**config.mk**
```make
export PLATFORM = sky130hd
export DESIGN_NAME = tile_dma_reader
export DESIGN_NICKNAME = d
export VERILOG_FILES = /design/src/rtl/tile_dma_reader.sv
export SDC_FILE = /design/constraint.sdc
export NUM_CORES = 1
export LEC_CHECK = 0
export BUFFER_PORTS_ARGS = -buffer_cell sky130_fd_sc_hd__buf_2
export CORE_ASPECT_RATIO = 0.7
export CORE_MARGIN = 2
export CORE_UTILIZATION = 55
export DETAILED_ROUTE_END_ITERATION = 8
export PLACE_DENSITY = 0.77
export SYNTH_ARGS = -nofsm -noshare
export SYNTH_HDL_FRONTEND = slang
export SYNTH_SLANG_ARGS = --single-unit
```
**constraint.sdc**
```tcl
create_clock -name clk_i -period 2.9 [get_ports clk_i]
set_input_delay 0.58 -clock clk_i [delete_from_list [all_inputs] [get_ports clk_i]]
set_output_delay 0.58 -clock clk_i [all_outputs]
set_load 0.02 [all_outputs]
```
**src/rtl/tile_dma_reader.sv**
```systemverilog
// tile_dma_reader: issues single-word external-memory reads and writes each returned word
// into the selected on-chip tile RAM through a one-cycle strobe.
module tile_dma_reader #(
    parameter int ADDR_W = 32,
    parameter int DATA_W = 32,
    parameter int RAM_AW = 16,
    parameter int CNT_W  = 16
) (
    input  logic              clk_i,
    input  logic              rst_ni,
    input  logic              start_i,
    input  logic [ADDR_W-1:0] base_addr_i,
    input  logic [CNT_W-1:0]  n_words_i,
    input  logic [RAM_AW-1:0] ram_base_i,
    input  logic [2:0]        tgt_sel_i,
    output logic              request_extmem_o,
    output logic [ADDR_W-1:0] addr_extmem_o,
    input  logic              valid_extmem_i,
    input  logic [DATA_W-1:0] data_extmem_i,
    output logic [DATA_W-1:0] w_data_o,
    output logic [RAM_AW-1:0] ram_addr_dma_o,
    output logic              w_fmi_o,
    output logic              w_kex_o,
    output logic              w_kpw_o,
    output logic              w_kdw_o,
    output logic              w_fmint_o,
    output logic              busy_o,
    output logic              finish_dma_o
);
    typedef enum logic [1:0] {IDLE, REQ, DRAIN, DONE} state_t;
    state_t            state_q, state_d;
    logic [CNT_W-1:0]  idx_q, idx_d, n_q, n_d;
    logic [ADDR_W-1:0] base_q, base_d, addr_q, addr_d;
    logic [RAM_AW-1:0] rbase_q, rbase_d, raddr_q, raddr_d;
    logic [2:0]        tgt_q, tgt_d;
    logic [DATA_W-1:0] wdata_q, wdata_d;
    logic [4:0]        strb_q, strb_d, sel_strb;
    logic              req_q, req_d, busy_q, busy_d, fin_q, fin_d;
    // selectors 5-7 run the handshake but write nowhere
    assign sel_strb = (tgt_q < 3'd5) ? (5'd1 << tgt_q) : 5'd0;
    always_comb begin
        state_d = state_q;
        idx_d   = idx_q;
        n_d     = n_q;
        base_d  = base_q;
        rbase_d = rbase_q;
        tgt_d   = tgt_q;
        req_d   = req_q;
        addr_d  = addr_q;
        wdata_d = wdata_q;
        raddr_d = raddr_q;
        strb_d  = 5'd0;
        busy_d  = busy_q;
        fin_d   = 1'b0;
        case (state_q)
            IDLE: if (start_i) begin
                base_d  = base_addr_i;
                n_d     = n_words_i;
                rbase_d = ram_base_i;
                tgt_d   = tgt_sel_i;
                idx_d   = '0;
                busy_d  = 1'b1;
                if (n_words_i != '0) begin
                    state_d = REQ;
                    req_d   = 1'b1;
                    addr_d  = base_addr_i;
                end else begin
                    state_d = DONE;
                end
            end
            REQ: if (valid_extmem_i) begin
                wdata_d = data_extmem_i;
                raddr_d = rbase_q + RAM_AW'(idx_q);
                strb_d  = sel_strb;
                req_d   = 1'b0;
                idx_d   = idx_q + CNT_W'(1);
                state_d = DRAIN;
            end
            // wait out a responder whose valid lingers from the previous word
            DRAIN: if (!valid_extmem_i) begin
                if (idx_q == n_q) begin
                    state_d = DONE;
                end else begin
                    state_d = REQ;
                    req_d   = 1'b1;
                    addr_d  = base_q + ADDR_W'(idx_q);
                end
            end
            DONE: begin
                fin_d   = 1'b1;
                busy_d  = 1'b0;
                state_d = IDLE;
            end
            default: state_d = IDLE;
        endcase
    end
    always_ff @(posedge clk_i or negedge rst_ni) begin
        if (!rst_ni) begin
            state_q <= IDLE;
            idx_q   <= '0;
            n_q     <= '0;
            base_q  <= '0;
            rbase_q <= '0;
            tgt_q   <= '0;
            req_q   <= 1'b0;
            addr_q  <= '0;
            wdata_q <= '0;
            raddr_q <= '0;
            strb_q  <= '0;
            busy_q  <= 1'b0;
            fin_q   <= 1'b0;
        end else begin
            state_q <= state_d;
            idx_q   <= idx_d;
            n_q     <= n_d;
            base_q  <= base_d;
            rbase_q <= rbase_d;
            tgt_q   <= tgt_d;
            req_q   <= req_d;
            addr_q  <= addr_d;
            wdata_q <= wdata_d;
            raddr_q <= raddr_d;
            strb_q  <= strb_d;
            busy_q  <= busy_d;
            fin_q   <= fin_d;
        end
    end
    assign request_extmem_o = req_q;
    assign addr_extmem_o    = addr_q;
    assign w_data_o         = wdata_q;
    assign ram_addr_dma_o   = raddr_q;
    assign {w_fmint_o, w_kdw_o, w_kpw_o, w_kex_o, w_fmi_o} = strb_q;
    assign busy_o           = busy_q;
    assign finish_dma_o     = fin_q;
endmodule

```
==> flow_summary.yaml, run 1 <==
drt:
  drt_first_iter_violations: 714
  total_detailed_routing_wirelength_um: 23200
  drtAntennaViolNets: 0
  vias: 7633
  vias_per_cell: 5.730
  wl_per_cell_um: 17.41
  initial_drt_pass_iterations: 5
  drc: 0
yosys:
  netlist-cell-type-count: 56
  yosys.cell_count.top_type: "sky130_fd_sc_hd__nand2_1"
  synthesis.area_per_instance_um2: 9.862
  synthesis.yosys.warnings: 0
  synth_top_area_share_pct: 48.24
  synth_top_cell_by_area: "sky130_fd_sc_hd__dfrtp_1"
  postSynth.asyncResetShare_pct: 100.0
  synthCells: 910
  post_synth_most_frequent_cells: "191 x sky130_fd_sc_hd__nand2_1, 173 x sky130_fd_sc_hd__dfrtp_1, 73 x sky130_fd_sc_hd__o21ai_0"
  ys_seq_area_share_pct: 48.24
  synth_nets: 1047
  synth_edf_count: 0
  dominantRegCellSynth: "sky130_fd_sc_hd__dfrtp_1"
  synth_area_um2: 8975
  postSynthRegisterBits: 173
  synth_area_leaders: "sky130_fd_sc_hd__dfrtp_1 48%, sky130_fd_sc_hd__mux2_2 8.3%, sky130_fd_sc_hd__nand2_1 8.0%"
finish:
  total_area_of_multi_input_combinational_cells_um2: 4464
  regArea_um2: 4329
  layout-drive-gt1-share_pct: 28.84
  fillerInstances: 1294
  areaGrowthSynthToFinish_pct: 20.40
  nets: 1230
  final_core_util_pct: 66.90
  fin_cells: 1332
global_routing:
  antenna_violations_before_repair: 1
  first_global_vias: 7155
  grt_pass1_wl_um: 37570
  grt_max_degree: 64
  grt.overflow.total: 0
  grt_overall_usage_pct: 27.41
worst_setup_path:
  cp-end-kind: "flip-flop"
  cp_data_arrival_time_ns: 3.08
  path_max_fanout: 8
  worst-endpoint-required_ns: 3.21
  worst_setup_path_start_kind: "flip-flop"
  setup.worst_path.class: "reg2reg"
clock_network:
  clock_sinks: 173
  inserted_clock_buffers: 17
  clock_insertion_delay_worst_skew_ns: 0.43
  cts_root_buffer: "sky130_fd_sc_hd__clkbuf_16"
  clock_transition_at_the_register_clock_pins_on_the_worst_setup_and_hold_paths_after_cts_ns: 0.07
  clock_tree_from_tritoncts: "done"
  htree_num_levels: 4
  cts_buffer_depth: 2
power:
  total_power_per_unit_cell_area_nw_per_um2: 1084
  clockPowerShare_pct: 19.7
  ir_worst_vdd_mv: 0.5345
  leakagePower_nw: 5.202
  p_int_mw: 6.834
  power.combinational.fraction_pct: 43.2
  design_power_total_mw: 11.72
  power.net_switching_mw: 4.882
  power.share.switching_pct: 41.67
  sequentialPowerShare_pct: 37.1
sta:
  hold_viol: 0
  grt_setup_unrepaired: "no"
  slew_violations: 0
  slew-limit-headroom_pct: 59.60
  finClkSkew_ns: 0.01026
  layout_worst_path_cycle_share_pct: 95.65
  setup_viol: 0
  layout_min_cycle_time_ns: 2.774
  max_clock_freq_mhz: 360.5
  timing_worst_slew_pin_value_ns: 0.6046
  final_layout_setup_total_negative_slack_ns: 0
  fin_worst_hold_slack_ns: 0.07424
place:
  place.detailed.instances: 1299
  detailedPlacementHpwl_um: 16760
  io_buffer_count: 190
  finalWeightedCongestion: 0.9231
job:
  max-cap-violations: 0
floorplan:
  start_util_pct: 55.57
  die-height_um: 110.9
  pin_count: 191
  die-width_um: 156.7
  core_region_area_um2: 16150
  fp.dieArea_um2: 17370
  rows: 39
hold_path:
  worst_hold_path_type: "in2async"
outcome:
  status: "finished, final reports clean"
## power groups by stage
stage                     Sequential [mW]  Combinational, mW  Clock (mW)
after floorplan                      4.80               2.95           0
after global placement               4.34               4.90           0
after detailed placement             4.36               5.02           0
after CTS                            4.33               5.05        2.34
after global routing                 4.48               5.55        2.46
final                                4.35               5.06        2.31
## cell families (layout without fill, tap and decap cells)
family | Yosys count | after routing | share of synthesized area (%)
other cells | 0 | 1 | 0
xor+xnor | 52 | 52 | 5.075
simple gates | 340 | 340 | 17.16
flops | 173 | 173 | 48.24
fa+ha+maj | 34 | 34 | 4.907
buf+inv | 46 | 242 | 2.286
compound gates | 191 | 191 | 13.16
mux | 74 | 74 | 9.173
## routing by layer
layer | track usage [%] | share of wire, % | wire, um | vias to the layer above
met3 | 6.841 | 9.4 | 2191 | 18
met1 | 42.01 | 47 | 10910 | 3692
met2 | 39.47 | 43 | 9891 | 335
met5 | 0 | 0 | 0 | -
li1 | - | - | - | 3588
met4 | 5.810 | 0.86 | 199 | 0
## layout make-up
cell class / count / area share (%)
Tap cell: 225 / 2.605
Clock buffer: 19 / 4.006
Multi-Input combinational cell: 691 / 41.32
Inverter: 5 / 0.1737
Timing Repair Buffer: 205 / 10.36
Antenna cell: 1 / 0.02316
Clock inverter: 13 / 1.447
Sequential cell: 173 / 40.06
## registers in the layout, indices dropped and copies added, names as in the netlist
signal	flops
strb_q	5
n_q	16
rbase_q	16
addr_extmem_o	32
idx_q	16
w_data_o	32
base_q	32
tgt_q	3
finish_dma_o	1
ram_addr_dma_o	16
busy_o	1
state_q	2
request_extmem_o	1
## cell usage in the layout, fill, tap and decap left out, types with 5 or more instances in the layout
cell type / count
sky130_fd_sc_hd__a211oi_1: 5
sky130_fd_sc_hd__a21o_1: 9
sky130_fd_sc_hd__a21oi_1: 42
sky130_fd_sc_hd__a31oi_1: 7
sky130_fd_sc_hd__and3_1: 12
sky130_fd_sc_hd__and4_1: 5
sky130_fd_sc_hd__buf_2: 189
sky130_fd_sc_hd__buf_4: 11
sky130_fd_sc_hd__clkbuf_16: 17
sky130_fd_sc_hd__dfrtp_1: 173
sky130_fd_sc_hd__ha_1: 32
sky130_fd_sc_hd__mux2_2: 66
sky130_fd_sc_hd__mux2i_1: 8
sky130_fd_sc_hd__nand2_1: 191
sky130_fd_sc_hd__nand3_1: 23
sky130_fd_sc_hd__nand4_1: 15
sky130_fd_sc_hd__nor2_1: 46
sky130_fd_sc_hd__nor3_1: 12
sky130_fd_sc_hd__nor4_1: 12
sky130_fd_sc_hd__o211ai_1: 16
sky130_fd_sc_hd__o21a_1: 9
sky130_fd_sc_hd__o21ai_0: 73
sky130_fd_sc_hd__o31ai_1: 5
sky130_fd_sc_hd__xnor2_1: 20
sky130_fd_sc_hd__xor2_1: 32
## path summary, 6_finish.rpt
check	start	endpoint	slack, ns	depth (start not counted)
max	idx_q[11]	addr_extmem_o[25]	0.13	8
min	rst_ni	w_data_o[8]	0.07	1
max reg2reg	idx_q[11]	addr_extmem_o[25]	0.13	8
min reg2reg	w_data_o[20]	w_data_o[20]	0.47	2
max in group asynchronous	rst_ni	rbase_q[11]	2.10	2
min in group clk_i	data_extmem_i[25]	w_data_o[25]	0.33	3
## repair_timing
action,4_1_cts,5_1_grt
resized for setup,0,2
setup buffers,0,0
endpoints found under the setup margin,0,2
hold buffers,0,0
## worst max-delay path, cell delays in order (launching register included)
cell and delay (ns):
sky130_fd_sc_hd__dfrtp_1 0.47, sky130_fd_sc_hd__ha_1 0.49, sky130_fd_sc_hd__nand2_1 0.15, sky130_fd_sc_hd__o21ai_0 0.38, sky130_fd_sc_hd__o21ai_0 0.14, sky130_fd_sc_hd__a21oi_1 0.38
sky130_fd_sc_hd__o21ai_0 0.18, sky130_fd_sc_hd__nand4_1 0.11, sky130_fd_sc_hd__or3b_1 0.34
## metrics by stage
| stage | instance area (um^2) | worst slack (ns) |
|---|---|---|
| floorplan | 8975 | 0.5242 |
| global placement | 10200 | 0.2718 |
| detailed placement | 10200 | 0.2255 |
| CTS | 10790 | 0.1855 |
| global route | 10810 | 0.005182 |
| finish | 10810 | 0.1262 |
Note: power is estimated with default switching activity, not from simulation.
==> run 2, diff against run 1 <==
PLACE_DENSITY = unset   (was 0.77)
PLACE_DENSITY_LB_ADDON = 0.05   (was unset)
==> flow_summary.yaml, run 2 (synthesis gave the netlist of run 1 again) <==
outcome:
  status: "finished, final reports clean"
place:
  io_buffer_count: 190
  detailedPlacementHpwl_um: 17190
  finalWeightedCongestion: 0.9255
  post-place-ws_ns: 0.2747
worst_setup_path:
  cp_data_arrival_time_ns: 2.98
  rr_worst_depth: 9
  critical_path.reg2reg.startpoint: "idx_q[0]"
  worst_setup_path_start_kind: "flip-flop"
  setup.worst_path.class: "reg2reg"
  logic_depth_of_the_worst_path_buffers_included: 9
  crit_path_max_incr_delay_ns: 0.44
  worst-endpoint-required_ns: 3.21
  wp_buf_inv: 0
  gate_family_responsible_for_the_most_delay_along_the_worst_path: "compound AO/OA/AOI/OAI gates"
  critPathSlowestCell: "sky130_fd_sc_hd__fa_1"
  path_max_fanout: 3
  startpoint: "idx_q[0]"
  cp-end-kind: "flip-flop"
  timing.critical_path.cells: "ha_1 > fa_1 > a211oi_1 > o21bai_1 > a31oi_1 > o31ai_1 > a21oi_1 > mux2i_1 > o211ai_1"
floorplan:
  die-width_um: 156.7
  fp.dieArea_um2: 17370
  start_util_pct: 55.57
  core_region_area_um2: 16150
  rows: 39
  die-height_um: 110.9
  pin_count: 191
clock_network:
  clock_tree_from_tritoncts: "done"
  cts_hold_buffers: 0
  cts_buffer_depth: 2
  inserted_clock_buffers: 17
  htree_num_levels: 4
  cts.repair.resized: 0
  cts_setup_buffers: 0
  clock_transition_at_the_register_clock_pins_on_the_worst_setup_and_hold_paths_after_cts_ns: 0.07
  clock_sinks: 173
  cts_root_buffer: "sky130_fd_sc_hd__clkbuf_16"
  clock_insertion_delay_worst_skew_ns: 0.44
sta:
  slew_violations: 0
  timing_worst_slew_pin_value_ns: 0.6005
  layout_worst_path_cycle_share_pct: 91.87
  max_clock_freq_mhz: 375.3
  hold_viol: 0
  layout_min_cycle_time_ns: 2.664
  final_layout_setup_total_negative_slack_ns: 0
  setup_viol: 0
  slew-limit-headroom_pct: 59.87
  finClkSkew_ns: 0.009819
  grt_setup_unrepaired: "no"
  layout_setup_ws_ns: 0.2357
global_routing:
  grt_overall_usage_pct: 28.19
  grt_max_degree: 70
  first_global_vias: 7055
  antenna_violations_before_repair: 0
  grt.overflow.total: 0
  grt_pass1_wl_um: 38050
finish:
  commonest_non_fill_non_tap_cell_in_the_layout: "sky130_fd_sc_hd__nand2_1"
  antennaDiodeCount: 0
  layout-drive-gt1-share_pct: 29.33
  mostFrequentLayoutCells: "191 x sky130_fd_sc_hd__nand2_1, 189 x sky130_fd_sc_hd__buf_2, 173 x sky130_fd_sc_hd__dfrtp_1"
  nets: 1239
  fillerInstances: 1344
  areaGrowthSynthToFinish_pct: 21.43
drt:
  total_detailed_routing_wirelength_um: 23530
  drt_first_iter_violations: 771
  initial_drt_pass_iterations: 5
  drtAntennaViolNets: 0
  vias: 7590
  drc: 0
  vias_per_cell: 5.664
  wl_per_cell_um: 17.56
job:
  max-cap-violations: 0
power:
  ir_worst_vdd_mv: 0.6821
  leakagePower_nw: 5.266
  total_power_per_unit_cell_area_nw_per_um2: 1094
hold_path:
  worst_hold_path_type: "in2async"
run 2: worst paths after layout:
kind | endpoint | slack (ns)
worst min-delay path | ram_addr_dma_o[11] | 0.09
worst max register to register | ram_addr_dma_o[14] | 0.24
worst min register to register | ram_addr_dma_o[1] | 0.47
min in group clk_i | w_data_o[29] | 0.32
max in group asynchronous | state_q[1] | 2.06
worst max-delay path | ram_addr_dma_o[14] | 0.24
run 2: metrics by stage:
step	utilization [%]	power (mW)	hold slack (ns)	area [um^2]	instances
after floorplan	-	7.755	0.2844	8975	910
after global placement	63.54	9.315	0.4522	10260	1308
after detailed placement	63.54	9.402	0.4569	10260	1308
after CTS	67.47	11.93	0.1105	10900	1340
after global routing	67.47	12.74	0.1262	10900	1340
final	67.47	11.93	0.08512	10900	1340
run 2: per-layer routing:
metal | share of wire [%] | vias to the layer above | global-route usage [%]
met5 | 0 | - | 0
met4 | 0.84 | 0 | 5.994
met3 | 9.1 | 16 | 8.170
met2 | 42 | 288 | 39.91
met1 | 48 | 3677 | 43.04
li1 | - | 3609 | -
run 2: where the power goes:
group / switching (mW) / internal, mW
Combinational: 3.02 / 2.06
Sequential: 0.855 / 3.49
Clock: 1.03 / 1.46
run 2: worst register-to-register path: cells and delay by family, from the launching register on:
kind                       cells  cell delay (ns)
muxes                          1             0.21
DFF                            1             0.41
adders and majority gates      2             0.71
AOI/OAI and AO/OA              6             1.22
run 2: layout make-up:
type,instances,area (um^2),area share [%]
multi-input combinational,691,4458,40.91
sequential,173,4329,39.72
timing repair buffer,214,1175,10.78
clock buffer,18,429.2,3.938
tap,225,281.5,2.583
clock inverter,14,206.4,1.894
inverter,5,18.77,0.1722
==> run 3, diff against run 2 <==
REMOVE_ABC_BUFFERS = 1   (was unset)
==> flow_summary.yaml, run 3 (synthesis gave the netlist of run 1 again) <==
outcome:
  status: "finished, final reports clean"
worst_setup_path:
  worst-endpoint-required_ns: 3.19
  setup.worst_path.class: "reg2reg"
  timing.critical_path.cells: "ha_1 > fa_1 > a211oi_1 > o21bai_1 > a31oi_2 > o31ai_1 > a21oi_1 > mux2i_1 > o211ai_1"
  worst_setup_path_start_kind: "flip-flop"
  critical_path.reg2reg.startpoint: "idx_q[0]"
  critPathSlowestCell: "sky130_fd_sc_hd__dfrtp_1"
  path_max_fanout: 6
  crit_path_max_incr_delay_ns: 0.46
  cp_data_arrival_time_ns: 3.05
  startpoint: "idx_q[0]"
  cp-end-kind: "flip-flop"
drt:
  drc: 0
  vias_per_cell: 5.557
  drtAntennaViolNets: 0
  wl_per_cell_um: 16.49
  initial_drt_pass_iterations: 5
  vias: 7447
  total_detailed_routing_wirelength_um: 22090
  drt_first_iter_violations: 565
hold_path:
  worst_hold_path_type: "in2async"
sta:
  hold_viol: 0
  setup_viol: 0
  grt_setup_unrepaired: "no"
  layout_worst_path_cycle_share_pct: 95.17
  finClkSkew_ns: 0.01327
  final_layout_setup_total_negative_slack_ns: 0
  slew-limit-headroom_pct: 36.59
  max_clock_freq_mhz: 362.3
  layout_min_cycle_time_ns: 2.760
  timing_worst_slew_pin_value_ns: 0.9477
  layout_setup_ws_ns: 0.1402
  slew_violations: 0
global_routing:
  grt_pass1_wl_um: 37000
  first_global_vias: 7212
  top_usage_layer: "met1"
  antenna_violations_before_repair: 1
  use_met2_pct: 39.21
  grt_max_degree: 74
  met3_usage_pct: 4.965
  grt_overall_usage_pct: 26.95
  grt_met1_usage_pct: 41.43
  grt.overflow.total: 0
clock_network:
  clock_sinks: 173
  cts_setup_buffers: 0
  clock_transition_at_the_register_clock_pins_on_the_worst_setup_and_hold_paths_after_cts_ns: 0.07
  htree_num_levels: 4
  inserted_clock_buffers: 17
  cts_root_buffer: "sky130_fd_sc_hd__clkbuf_16"
  cts_buffer_depth: 2
  clock_tree_from_tritoncts: "done"
  clock_insertion_delay_worst_skew_ns: 0.43
finish:
  areaGrowthSynthToFinish_pct: 20.54
  layout-drive-gt1-share_pct: 29.35
  fillerInstances: 1358
  nets: 1238
  regArea_um2: 4329
  mostFrequentLayoutCells: "191 x sky130_fd_sc_hd__nand2_1, 189 x sky130_fd_sc_hd__buf_2, 173 x sky130_fd_sc_hd__dfrtp_1"
  total_area_of_multi_input_combinational_cells_um2: 4464
  commonest_non_fill_non_tap_cell_in_the_layout: "sky130_fd_sc_hd__nand2_1"
power:
  clockPowerShare_pct: 19.0
  power.combinational.fraction_pct: 43.7
  leakagePower_nw: 5.210
  power.share.switching_pct: 41.87
  p_int_mw: 6.678
  total_power_per_unit_cell_area_nw_per_um2: 1062
  design_power_total_mw: 11.49
  power.net_switching_mw: 4.810
  ir_worst_vdd_mv: 0.6369
  sequentialPowerShare_pct: 37.3
place:
  finalWeightedCongestion: 0.8987
  post-place-ws_ns: 0.1763
  detailedPlacementHpwl_um: 16010
  io_buffer_count: 190
floorplan:
  die-height_um: 110.9
  pin_count: 191
  core_region_area_um2: 16150
  fp.dieArea_um2: 17370
  start_util_pct: 55.57
  die-width_um: 156.7
  rows: 39
job:
  max-cap-violations: 0
-- run 3: cell count changes in the layout (fill, tap and decap cells not counted) --
cell	previous run	this run
sky130_fd_sc_hd__clkinvlp_4	0	4
sky130_fd_sc_hd__inv_6	4	6
sky130_fd_sc_hd__bufinv_16	4	0
sky130_fd_sc_hd__a31oi_1	8	7
sky130_fd_sc_hd__diode_2	0	1
sky130_fd_sc_hd__inv_8	1	3
sky130_fd_sc_hd__clkinv_2	1	0
sky130_fd_sc_hd__clkinv_4	4	1
sky130_fd_sc_hd__a31oi_2	0	1
sky130_fd_sc_hd__buf_4	21	20
-- run 3: path summary, 6_finish.rpt --
check	slack, ns	endpoint	depth (start not counted)
max	0.14	ram_addr_dma_o[14]	9
min	0.14	ram_addr_dma_o[1]	1
max reg2reg	0.14	ram_addr_dma_o[14]	9
min reg2reg	0.47	w_data_o[24]	2
max in group asynchronous	2.06	addr_extmem_o[29]	2
min in group clk_i	0.33	w_data_o[25]	3
-- run 3: routing by layer --
layer | wire length (um) | up-vias | share of wire [%]
li1 | - | 3613 | -
met1 | 10950 | 3534 | 50
met2 | 9333 | 273 | 42
met3 | 1464 | 27 | 6.6
met4 | 345 | 0 | 1.6
met5 | 0 | - | 0
-- run 3: final cells by class --
| cell class | instances | area share [%] |
|---|---|---|
| well taps | 225 | 2.602 |
| clock inverters | 14 | 1.157 |
| diodes | 1 | 0.02313 |
| clock buffers | 18 | 3.967 |
| multi-input cells | 691 | 41.27 |
| flip-flops and latches | 173 | 40.02 |
| repair buffers | 213 | 10.79 |
| inverters | 5 | 0.1735 |
-- run 3: power by group through the flow --
stage	Combinational, mW	Clock [mW]	Sequential [mW]
finish	5.02	2.18	4.28
global route	5.58	2.32	4.44
CTS	5.04	2.22	4.28
detailed placement	5.00	0	4.32
global placement	4.93	0	4.28
floorplan	2.83	0	4.84
-- run 3: what timing repair did --
action                                  in CTS  in global routing
hold buffers                                 0                  0
endpoints found under the setup margin       0                  1
gates resized for setup                      0                  1
-- run 3: worst max-delay path, delay by kind of cell (launching register included) --
kind	cells	cell delay (ns)
DFF	1	0.46
AOI/OAI and AO/OA	6	1.23
muxes	1	0.21
adders and majority gates	2	0.71
-- run 3: through the flow --
stage	area, um^2	cells	util, %	hold slack, ns
after floorplan	8788	869	-	0.2844
after global placement	10250	1307	63.49	0.4531
after detailed placement	10250	1307	63.49	0.4565
after CTS	10810	1339	66.92	0.1828
after global routing	10820	1340	66.98	0.1970
final	10820	1340	66.98	0.1446
